===== src/rtl/freq_div_ctrl.sv =====
// rtl/freq_div_ctrl.sv - runtime-programmable divide-by-N controller with boundary-aligned divisor updates
module freq_div_ctrl #(
  parameter int WIDTH       = 8,
  parameter int DEFAULT_DIV = 5
) (
  input  logic             clk,
  input  logic             rst,
  input  logic             en,
  input  logic [WIDTH-1:0] div_in,
  input  logic             div_valid,
  output logic             div_ready,
  output logic             div_err,
  output logic             div_out,
  output logic             tick,
  output logic [WIDTH-1:0] cur_div,
  output logic             busy
);

  localparam logic [1:0] ST_IDLE = 2'd0;
  localparam logic [1:0] ST_RUN  = 2'd1;
  localparam logic [1:0] ST_PEND = 2'd2;

  logic [1:0]       r_state;
  logic [1:0]       w_state_nxt;
  logic [WIDTH-1:0] r_count;
  logic [WIDTH-1:0] r_cur_div;
  logic [WIDTH-1:0] r_pending;
  logic             r_ready;
  logic             r_err;
  logic             w_xfer;
  logic             w_bad;
  logic             w_good;
  logic             w_boundary;
  logic [WIDTH:0]   w_half;

  assign w_xfer     = div_valid & r_ready;
  assign w_bad      = w_xfer & (div_in < WIDTH'(2));
  assign w_good     = w_xfer & ~w_bad;
  assign w_boundary = (r_state != ST_IDLE) && (r_count == r_cur_div - WIDTH'(1));
  // One extra bit so (N+1)>>1 stays correct for the largest divisor.
  assign w_half     = ({1'b0, r_cur_div} + (WIDTH+1)'(1)) >> 1;

  always_comb begin
    w_state_nxt = r_state;
    case (r_state)
      ST_IDLE: if (en) w_state_nxt = ST_RUN;
      ST_RUN: begin
        if (w_boundary && !en) w_state_nxt = ST_IDLE;
        else if (w_good)       w_state_nxt = ST_PEND;
      end
      ST_PEND: if (w_boundary) w_state_nxt = en ? ST_RUN : ST_IDLE;
      default: w_state_nxt = ST_IDLE;
    endcase
  end

  always_ff @(posedge clk) begin
    if (!rst) begin
      r_state   <= ST_IDLE;
      r_count   <= '0;
      r_cur_div <= WIDTH'(DEFAULT_DIV);
      r_pending <= '0;
      r_ready   <= 1'b0;
      r_err     <= 1'b0;
    end else begin
      r_state <= w_state_nxt;
      r_ready <= (w_state_nxt != ST_PEND);
      r_err   <= w_bad;
      case (r_state)
        ST_IDLE: begin
          r_count <= '0;
          if (w_good) r_cur_div <= div_in;
        end
        ST_RUN: begin
          r_count <= w_boundary ? '0 : r_count + WIDTH'(1);
          // A transfer landing on a stopping boundary goes straight to cur_div, as IDLE would.
          if (w_good) begin
            if (w_boundary && !en) r_cur_div <= div_in;
            else                   r_pending <= div_in;
          end
        end
        ST_PEND: begin
          r_count <= w_boundary ? '0 : r_count + WIDTH'(1);
          if (w_boundary) r_cur_div <= r_pending;
        end
        default: r_count <= '0;
      endcase
    end
  end

  assign div_ready = r_ready;
  assign div_err   = r_err;
  assign cur_div   = r_cur_div;
  assign busy      = (r_state != ST_IDLE);
  assign tick      = busy && (r_count == '0);
  assign div_out   = busy && ({1'b0, r_count} < w_half);

endmodule


===== config.mk =====
export PLATFORM = sky130hd
export DESIGN_NAME = freq_div_ctrl
export DESIGN_NICKNAME = d
export VERILOG_FILES = /design/src/rtl/freq_div_ctrl.sv
export SDC_FILE = /design/constraint.sdc
export NUM_CORES = 1
export LEC_CHECK = 0
export ABC_CLOCK_PERIOD_IN_PS = 2600
export BUFFER_PORTS_ARGS = -buffer_cell sky130_fd_sc_hd__buf_2
export CAP_MARGIN = 30
export CORE_UTILIZATION = 38
export DETAILED_ROUTE_END_ITERATION = 10
export PLACE_DENSITY = 0.64
export SYNTH_ARGS = -nofsm -noshare
export SYNTH_HDL_FRONTEND = slang
export SYNTH_SLANG_ARGS = --single-unit

===== constraint.sdc =====
create_clock -name clk -period 2.6 [get_ports clk]
set_input_delay 0.26 -clock clk [delete_from_list [all_inputs] [get_ports clk]]
set_output_delay 0.26 -clock clk [all_outputs]
set_load 0.05 [all_outputs]

# Word level (Yosys, flattened, before mapping)
# Index checks and enable logic that the tools add are counted.
# totals
out_inout_bits	13
input_bits	12
reg_bits	28
wordCells	50
# op_classes
mux	11
n_reduce_logical	13
n_lt_le_gt_ge	2
addsub	3
n_eq_ne	8
bitwise_logic	7
# op_table
operator	n
$mux 8	4
$pmux 8 s3	1
$ne 2x2->1 const B	5
$add 8x1->9 const B	1
$add 8x1->8 const B	1
$eq 8x8->1	1
$logic_not 8->1	1
$lt 8x2->1 const B	1
$lt 8x8->1	1
$mux 2	4
$sub 8x1->8 const B	1
$pmux 2 s3	1
$reduce_and 5->1	1
$logic_and 1x1->1	4
$not 1->1	4
$and 1x1->1	3
$reduce_and 3->1	1
$reduce_bool 3->1	1
$reduce_or 3->1	1
$eq 2x1->1 const B	1
$eq 2x2->1 const B	1
$logic_not 2->1	1
$reduce_bool 2->1	1
$reduce_or 2->1	1
2 further kinds	2

# Longest topological paths before layout
# Gate-level depths: netlist of run 1.
# depth
ltp_word	8
mapped_depth	12
depth_no_buf	9

# Worst setup path after synthesis of run 1
# Ideal clock, no wire load.
# synth_timing
path_type	register -> output
start	register r_cur_div[1], in the netlist cur_div[1]
end	output div_out
n_path_buf	0
arrival_time_ns	2.999
path_slack_ns	-0.659
t_required_ns	2.340
stages_incl_launch_ff	10
path_cell_list	dfxtp_1 ha_1 xnor2_1 ha_1 a21o_1 a21o_1 a21o_1 a21o_1 a21o_1 a31oi_1
# synth_via
elab_chain_len	3
# synth_rtl
item	line_no	rtl
from (decl)	26	logic [WIDTH-1:0] r_cur_div;
from (signal assigned)	60	r_cur_div <= WIDTH'(DEFAULT_DIV);
from (signal assigned)	71	if (w_good) r_cur_div <= div_in;
from (signal assigned)	77	if (w_boundary && !en) r_cur_div <= div_in;
$add 8x1->9	41	assign w_half = ({1'b0, r_cur_div} + (WIDTH+1)'(1)) >> 1;
$lt 8x8->1	95	assign div_out = busy && ({1'b0, r_count} < w_half);
$logic_and 1x1->1	95	
to (decl)	13	output logic div_out,
# Every way passes these cells.

# Worst setup path after layout of run 1
# Ends and elaborated chain as after synthesis.

==> flow_metrics.tcl, run 1 <==
set metrics [dict create \
    drtIter0Drc 54 \
    layout.cells.most_common "sky130_fd_sc_hd__nand2_1" \
    final-instance-count-excl-fill 320 \
    finalSetupViolations 1 \
    clock_root_buffer "sky130_fd_sc_hd__clkbuf_8" \
    initial_utilization_pct 40.5 \
    regToRegSetupSlack_ns 0.08 \
    hold_depth 3 \
    synthMuxAreaShare_pct 13.6 \
    synth_largest_type_area_fraction_pct 28.6 \
    worst-slew-pin-transition_ns 0.500 \
    finalHoldWorstSlack_ns 0.216 \
    vdd_drop_max_mv 0.338 \
    most-common-layout-cells "sky130_fd_sc_hd__nand2_1 (24), sky130_fd_sc_hd__dfxtp_1 (23), sky130_fd_sc_hd__buf_2 (23)" \
    holdCritStartpoint "div_valid" \
    multiInputGateArea_um2 1350 \
    final_period_minus_worst_setup_slack_ns 2.62 \
    worst_r2r_path_depth 10 \
    wl_per_cell_um 13.2 \
    synth.yosys.seq_area_share_pct 28.6 \
    timing.slew.headroom_pct 66.7 \
    timing.critical_path.from_type "flop" \
    die_area_um2 5460 \
    crit_arrival_ns 2.36 \
    clk-insertion-delay-late_ns 0.28 \
    max_freq_mhz 382 \
    whs_endpoint "div_err" \
    crit-reg2reg-capture "cur_div[0]" \
    worst_ep_required_time_ns 2.34 \
    power.internal_uw 786 \
    worst-path-max-fanout 3 \
    global_route.usage.met1_pct 21.8 \
    outcome "finished, violations left" \
    boundaryPins 25 \
    grt_pass1_vias 1552 \
    netlist-cell-type-count 46 \
    pwr-share-clk_pct 26.5 \
    layout-drive-gt1-share_pct 27.3 \
    grt_first_pass_wirelength_mm 7.16 \
    final_core_utilization_pct 48.6 \
    rr_startpoint "cur_div[0]" \
    post_synth_inst_count 225 \
    post_synth_fa_ha_maj_area_fraction_pct 9.56 \
    synth_seq_cells 28 \
    main_combinational_cell_family_by_area_after_synthesis "simple AND/OR/NAND/NOR gates" \
    htree_num_levels 1 \
    drt_drc_violations_left 0 \
    placementRows 25 \
    dr_total_vias 1602 \
    cts_made_buffers 3 \
    finalHoldViolations 0 \
    power_per_cell_area_nw_per_um2 512 \
    sw_frac_of_total_pct 34.8 \
    first_pass_iters 4 \
    core_area_um2 4850 \
    dpl.cell_count 312 \
    tritoncts_clock_tree "done" \
    grt_start_max_net_pins 30 \
    cts_buffer_depth 2 \
    leakage_uw 0.00101 \
    yosys.area_share.xor_xnor_pct 9.37 \
    yosys_warnings 0 \
    layout.area.seq_um2 574 \
    postCtsHoldBufs 0 \
    async_sr_flop_fraction_pct 0 \
    port-buffer-count 24 \
    clock_sink_count 28 \
    worstHoldPathType "input pin to flop" \
    dominantRegCellSynth "sky130_fd_sc_hd__dfxtp_1" \
    violations "setup timing" \
    total_track_usage_pct 17.0 \
    comb_power_share_pct 32.6 \
    nets 281 \
    gr-max-usage-layer "met2" \
    seq_power_share_pct 40.9 \
    m3_gr_usage_pct 3.29 \
    clkSlewWorstSetupHoldPaths_ns 0.11 \
    place_hpwl_mm 3.21 \
    final.period_utilization_pct 101 \
    globalplace.congestion 0.810 \
    final_area_um2 2360 \
    netlist.top_cell.by_area "sky130_fd_sc_hd__dfxtp_1" \
    max_cap_violations 0 \
    net_count_after_synthesis 252 \
    dp_worst_setup_slack_ns 0.0526 \
    synth_area_per_cell_um2 8.73 \
    timing.setup.critical_path_class "flop to primary output" \
    skew_ns 0.00359 \
    synthSimpleGateAreaFrac_pct 20.3 \
    antenna_cells_inserted 0 \
    gr_overflow_total 0 \
    synth_enable_flop_cells 0 \
    grt_use_met2_pct 30.0 \
    fp.dieH_um 73.9 \
    antenna_found_initial 0 \
    synth.area.top_cells "sky130_fd_sc_hd__dfxtp_1 (29%), sky130_fd_sc_hd__ha_1 (9.6%), sky130_fd_sc_hd__mux2i_1 (8.7%), sky130_fd_sc_hd__xor2_1 (5.4%), sky130_fd_sc_hd__nand2_1 (4.6%)" \
    worst_setup_path_end_kind "primary output" \
    unrepaired_setup_endpoints_after_global_routing "yes" \
    post_dp_cell_area_um2 2210 \
    slew_viol_final 0 \
    syn_area_um2 1960 \
    synth_compound_area_share_pct 12.0 \
    die_x_um 73.9 \
    area_growth_syn_to_layout_pct 20.1 \
    detail-route-antenna-nets 0 \
    route.final.wire_length_mm 4.23 \
    vias_per_cell 5.01 \
    n_fill_cell 499 \
    timing.final.ws_setup_ns -0.0182 \
    power_switching_uw 420 \
]
## layer usage
layer,vias to the layer above,routed length [um]
met3,8,111
met5,-,0
met4,0,70
li1,830,-
met1,738,2050
met2,26,2000
## synthesized netlist by cell type, types with 3 or more instances
cell / count
sky130_fd_sc_hd__dfxtp_1: 28
sky130_fd_sc_hd__nand2_1: 24
sky130_fd_sc_hd__mux2i_1: 17
sky130_fd_sc_hd__ha_1: 15
sky130_fd_sc_hd__nor2_1: 14
sky130_fd_sc_hd__inv_1: 12
sky130_fd_sc_hd__xor2_1: 12
sky130_fd_sc_hd__nand3_1: 9
sky130_fd_sc_hd__xnor2_1: 9
sky130_fd_sc_hd__nor2b_1: 8
sky130_fd_sc_hd__a21o_1: 6
sky130_fd_sc_hd__mux2_2: 6
sky130_fd_sc_hd__nor3_1: 6
sky130_fd_sc_hd__buf_2: 5
sky130_fd_sc_hd__clkbuf_1: 5
sky130_fd_sc_hd__nand2b_1: 4
sky130_fd_sc_hd__a21oi_1: 3
sky130_fd_sc_hd__and3_1: 3
sky130_fd_sc_hd__o21ai_0: 3
## power by group through the flow
stage	Combinational (uW)	Sequential [uW]	Clock, uW
floorplan	261	533	0
global placement	363	500	0
detailed placement	369	501	0
CTS	382	493	331
global route	428	499	340
finish	393	494	320
## state kept, by name (all words and copies together), names as in the netlist
register / count
cur_div: 8
div_err: 1
r_count: 8
r_state: 2
div_ready: 1
r_pending: 8
## worst max path at each step
stage	start	to	depth (start not counted)
global route	cur_div[1]	div_out	10
detailed placement	cur_div[0]	div_out	10
CTS	cur_div[1]	div_out	10
finish	cur_div[1]	div_out	10
global placement	cur_div[0]	div_out	10
floorplan	cur_div[0]	cur_div[2]	12
## stage by stage
step / TNS, ns / power [uW]
3_3_place_gp: 0 / 864
2_1_floorplan: -0.150 / 794
5_1_grt: -0.130 / 1270
6_report: -0.0182 / 1210
4_1_cts: -0.0312 / 1210
3_5_place_dp: 0 / 870
## repair_timing
item,CTS,global route
setup buffers,1,3
resized for setup,7,5
endpoints found under the setup margin,1,15
pin swaps,8,5
cloned,0,0
## cell families after synthesis
logic type / count (synthesis)
AO/OA/AOI/OAI: 31
adder cells (fa/ha/maj): 15
flip-flops: 28
multiplexers: 25
AND/OR/NAND/NOR: 78
buffers and inverters: 27
XOR/XNOR: 21
## layout make-up
| type | count | area share (%) |
|---|---|---|
| Tap cell | 67 | 3.56 |
| Multi-Input combinational cell | 170 | 57.1 |
| Clock buffer | 4 | 2.81 |
| Sequential cell | 28 | 24.4 |
| Inverter | 12 | 2.02 |
| Timing Repair Buffer | 39 | 10.1 |
## worst max-delay path, stage by stage (launching register included)
cell and delay, ns:
sky130_fd_sc_hd__dfxtp_4 0.37, sky130_fd_sc_hd__ha_4 0.17, sky130_fd_sc_hd__xnor2_2 0.12, sky130_fd_sc_hd__ha_1 0.28, sky130_fd_sc_hd__a21o_1 0.18, sky130_fd_sc_hd__a21o_1 0.15, sky130_fd_sc_hd__a21o_1 0.15, sky130_fd_sc_hd__a21o_1 0.15
sky130_fd_sc_hd__a21o_1 0.17, sky130_fd_sc_hd__a31oi_4 0.16, sky130_fd_sc_hd__buf_6 0.17
Power figures use the tool's default switching activity.
==> inputs of run 2 (changes only) <==
--- a/config.mk
+++ b/config.mk
@@ -8,9 +8,9 @@
 export ABC_CLOCK_PERIOD_IN_PS = 2600
 export BUFFER_PORTS_ARGS = -buffer_cell sky130_fd_sc_hd__buf_2
 export CAP_MARGIN = 30
+export CORE_MARGIN = 2
 export CORE_UTILIZATION = 38
 export DETAILED_ROUTE_END_ITERATION = 10
-export PLACE_DENSITY = 0.64
 export SYNTH_ARGS = -nofsm -noshare
 export SYNTH_HDL_FRONTEND = slang
 export SYNTH_SLANG_ARGS = --single-unit
==> run 2 against run 1 <==
The run still ends with setup timing left. Fmax grew 0.31%. Power rose by 1.4%. Final area up 3.0%. Clock power shrank 2%. First-iteration DRC count down 11%. Via count increased by 1.7%. Critical path depth did not move. Global-route usage down 1.3 points. Sequential cell count is the same. Critical path type unchanged. Largest cell class unchanged. Highest routed layer unchanged.
==> flow_metrics.tcl, run 2 (synthesis results as in run 1) <==
set metrics [dict create \
    timing.final.ws_setup_ns -0.0101 \
    area_growth_syn_to_layout_pct 23.7 \
    timing.slew.headroom_pct 65.5 \
    fp.dieH_um 75.9 \
    violations "setup timing" \
    total_track_usage_pct 15.7 \
    boundaryPins 25 \
    layout.cells.most_common "sky130_fd_sc_hd__dfxtp_1" \
    nets 286 \
    finalSetupViolations 1 \
    finalHoldViolations 0 \
    die_x_um 75.9 \
    most-common-layout-cells "sky130_fd_sc_hd__dfxtp_1 (25), sky130_fd_sc_hd__nand2_1 (24), sky130_fd_sc_hd__buf_2 (23)" \
    dr_total_vias 1629 \
    grt_start_max_net_pins 30 \
    rr_startpoint "cur_div[0]" \
    worst_r2r_path_depth 10 \
    port-buffer-count 24 \
    core_area_um2 5040 \
    detail-route-antenna-nets 0 \
    timing.setup.critical_path_class "flop to primary output" \
    holdCritStartpoint "div_valid" \
    final.period_utilization_pct 100 \
    wl_per_cell_um 12.8 \
    clk-insertion-delay-late_ns 0.28 \
    antenna_cells_inserted 0 \
    timing.critical_path.from_type "flop" \
    placementRows 26 \
    grt_first_pass_wirelength_mm 6.92 \
    finalHoldWorstSlack_ns 0.224 \
    final_area_um2 2430 \
    max_freq_mhz 383 \
    whs_endpoint "div_err" \
    hold_depth 3 \
    htree_num_levels 1 \
    first_pass_iters 4 \
    skew_ns 0.00207 \
    layout-drive-gt1-share_pct 28.3 \
    globalplace.congestion 0.736 \
    crit_arrival_ns 2.35 \
    unrepaired_setup_endpoints_after_global_routing "yes" \
    power_per_cell_area_nw_per_um2 504 \
    postCtsHoldBufs 0 \
    drtIter0Drc 48 \
    antenna_found_initial 0 \
    dpl.cell_count 319 \
    clkSlewWorstSetupHoldPaths_ns 0.10 \
    place_hpwl_mm 3.22 \
    worst-path-max-fanout 2 \
    clock_root_buffer "sky130_fd_sc_hd__clkbuf_8" \
    tritoncts_clock_tree "done" \
    final-instance-count-excl-fill 328 \
    crit-reg2reg-capture "cur_div[0]" \
    regToRegSetupSlack_ns 0 \
    slew_viol_final 0 \
    post_dp_cell_area_um2 2260 \
    worst_ep_required_time_ns 2.34 \
    route.final.wire_length_mm 4.21 \
    final_period_minus_worst_setup_slack_ns 2.61 \
    vdd_drop_max_mv 0.313 \
    max_cap_violations 0 \
    totalPowerFinal_uw 1220 \
    outcome "finished, violations left" \
    leakage_uw 0.00104 \
    worst_setup_path_end_kind "primary output" \
    grt_pass1_vias 1466 \
    drt_drc_violations_left 0 \
    clock_sink_count 28 \
    n_fill_cell 482 \
    die_area_um2 5760 \
    initial_utilization_pct 38.9 \
    gr_overflow_total 0 \
    vias_per_cell 4.97 \
    cts_buffer_depth 2 \
    cts_made_buffers 3 \
    worst-slew-pin-transition_ns 0.517 \
    worstHoldPathType "input pin to flop" \
]
[run 2: report_power, final]
part | switching [uW] | internal, uW | leakage (uW)
clock | 147 | 168 | 0.0000339
sequential | 38.7 | 452 | 0.000229
combinational | 232 | 184 | 0.000778
[run 2: repair_timing]
| action | CTS | global route |
|---|---|---|
| pin swaps | 8 | 12 |
| endpoints found under the setup margin | 1 | 9 |
| resized for setup | 9 | 6 |
| setup buffers | 2 | 3 |
[run 2: layout make-up]
class | count | area, um^2 | area share [%]
multi-input combinational | 170 | 1350 | 55.6
sequential | 28 | 572 | 23.5
timing repair buffer | 44 | 304 | 12.5
tap | 70 | 87.6 | 3.61
clock buffer | 4 | 66.3 | 2.73
inverter | 12 | 47.5 | 1.96
[run 2: layer usage]
| layer | global-route usage [%] | wire (um) | vias to the layer above | part of all wire [%] |
|---|---|---|---|---|
| met2 | 26.8 | 2010 | 22 | 48 |
| met3 | 3.04 | 132 | 2 | 3.1 |
| met5 | 0 | 0 | - | 0 |
| met1 | 20.9 | 2050 | 753 | 49 |
| li1 | - | - | 852 | - |
| met4 | 2.34 | 17 | 0 | 0.40 |
[run 2: worst max-delay path by stage]
stage | startpoint | to | slack (ns) | cells after the start
6_report | cur_div[0] | div_out | -0.01 | 10
4_1_cts | cur_div[1] | div_out | -0.04 | 10
3_3_place_gp | cur_div[0] | div_out | 0.08 | 10
2_1_floorplan | cur_div[0] | cur_div[2] | -0.08 | 12
3_5_place_dp | cur_div[0] | div_out | 0.05 | 10
5_1_grt | cur_div[0] | div_out | -0.08 | 10
[run 2: critical path: stages, from the launching register on]
cell and delay, ns:
sky130_fd_sc_hd__dfxtp_4 0.37, sky130_fd_sc_hd__ha_4 0.17, sky130_fd_sc_hd__xnor2_2 0.13, sky130_fd_sc_hd__ha_1 0.27, sky130_fd_sc_hd__a21o_1 0.15, sky130_fd_sc_hd__a21o_1 0.17
sky130_fd_sc_hd__a21o_1 0.15, sky130_fd_sc_hd__a21o_1 0.16, sky130_fd_sc_hd__a21o_1 0.20, sky130_fd_sc_hd__a31oi_4 0.13, sky130_fd_sc_hd__buf_6 0.17
[run 2: stage by stage]
step	util, %	worst slack (ns)	setup TNS (ns)
2_1_floorplan	-	-0.0759	-0.150
3_3_place_gp	44.8	0.0769	0
3_5_place_dp	44.8	0.0459	0
4_1_cts	47.1	-0.0355	-0.0355
5_1_grt	48.2	-0.0789	-0.411
6_report	48.2	-0.0101	-0.0101
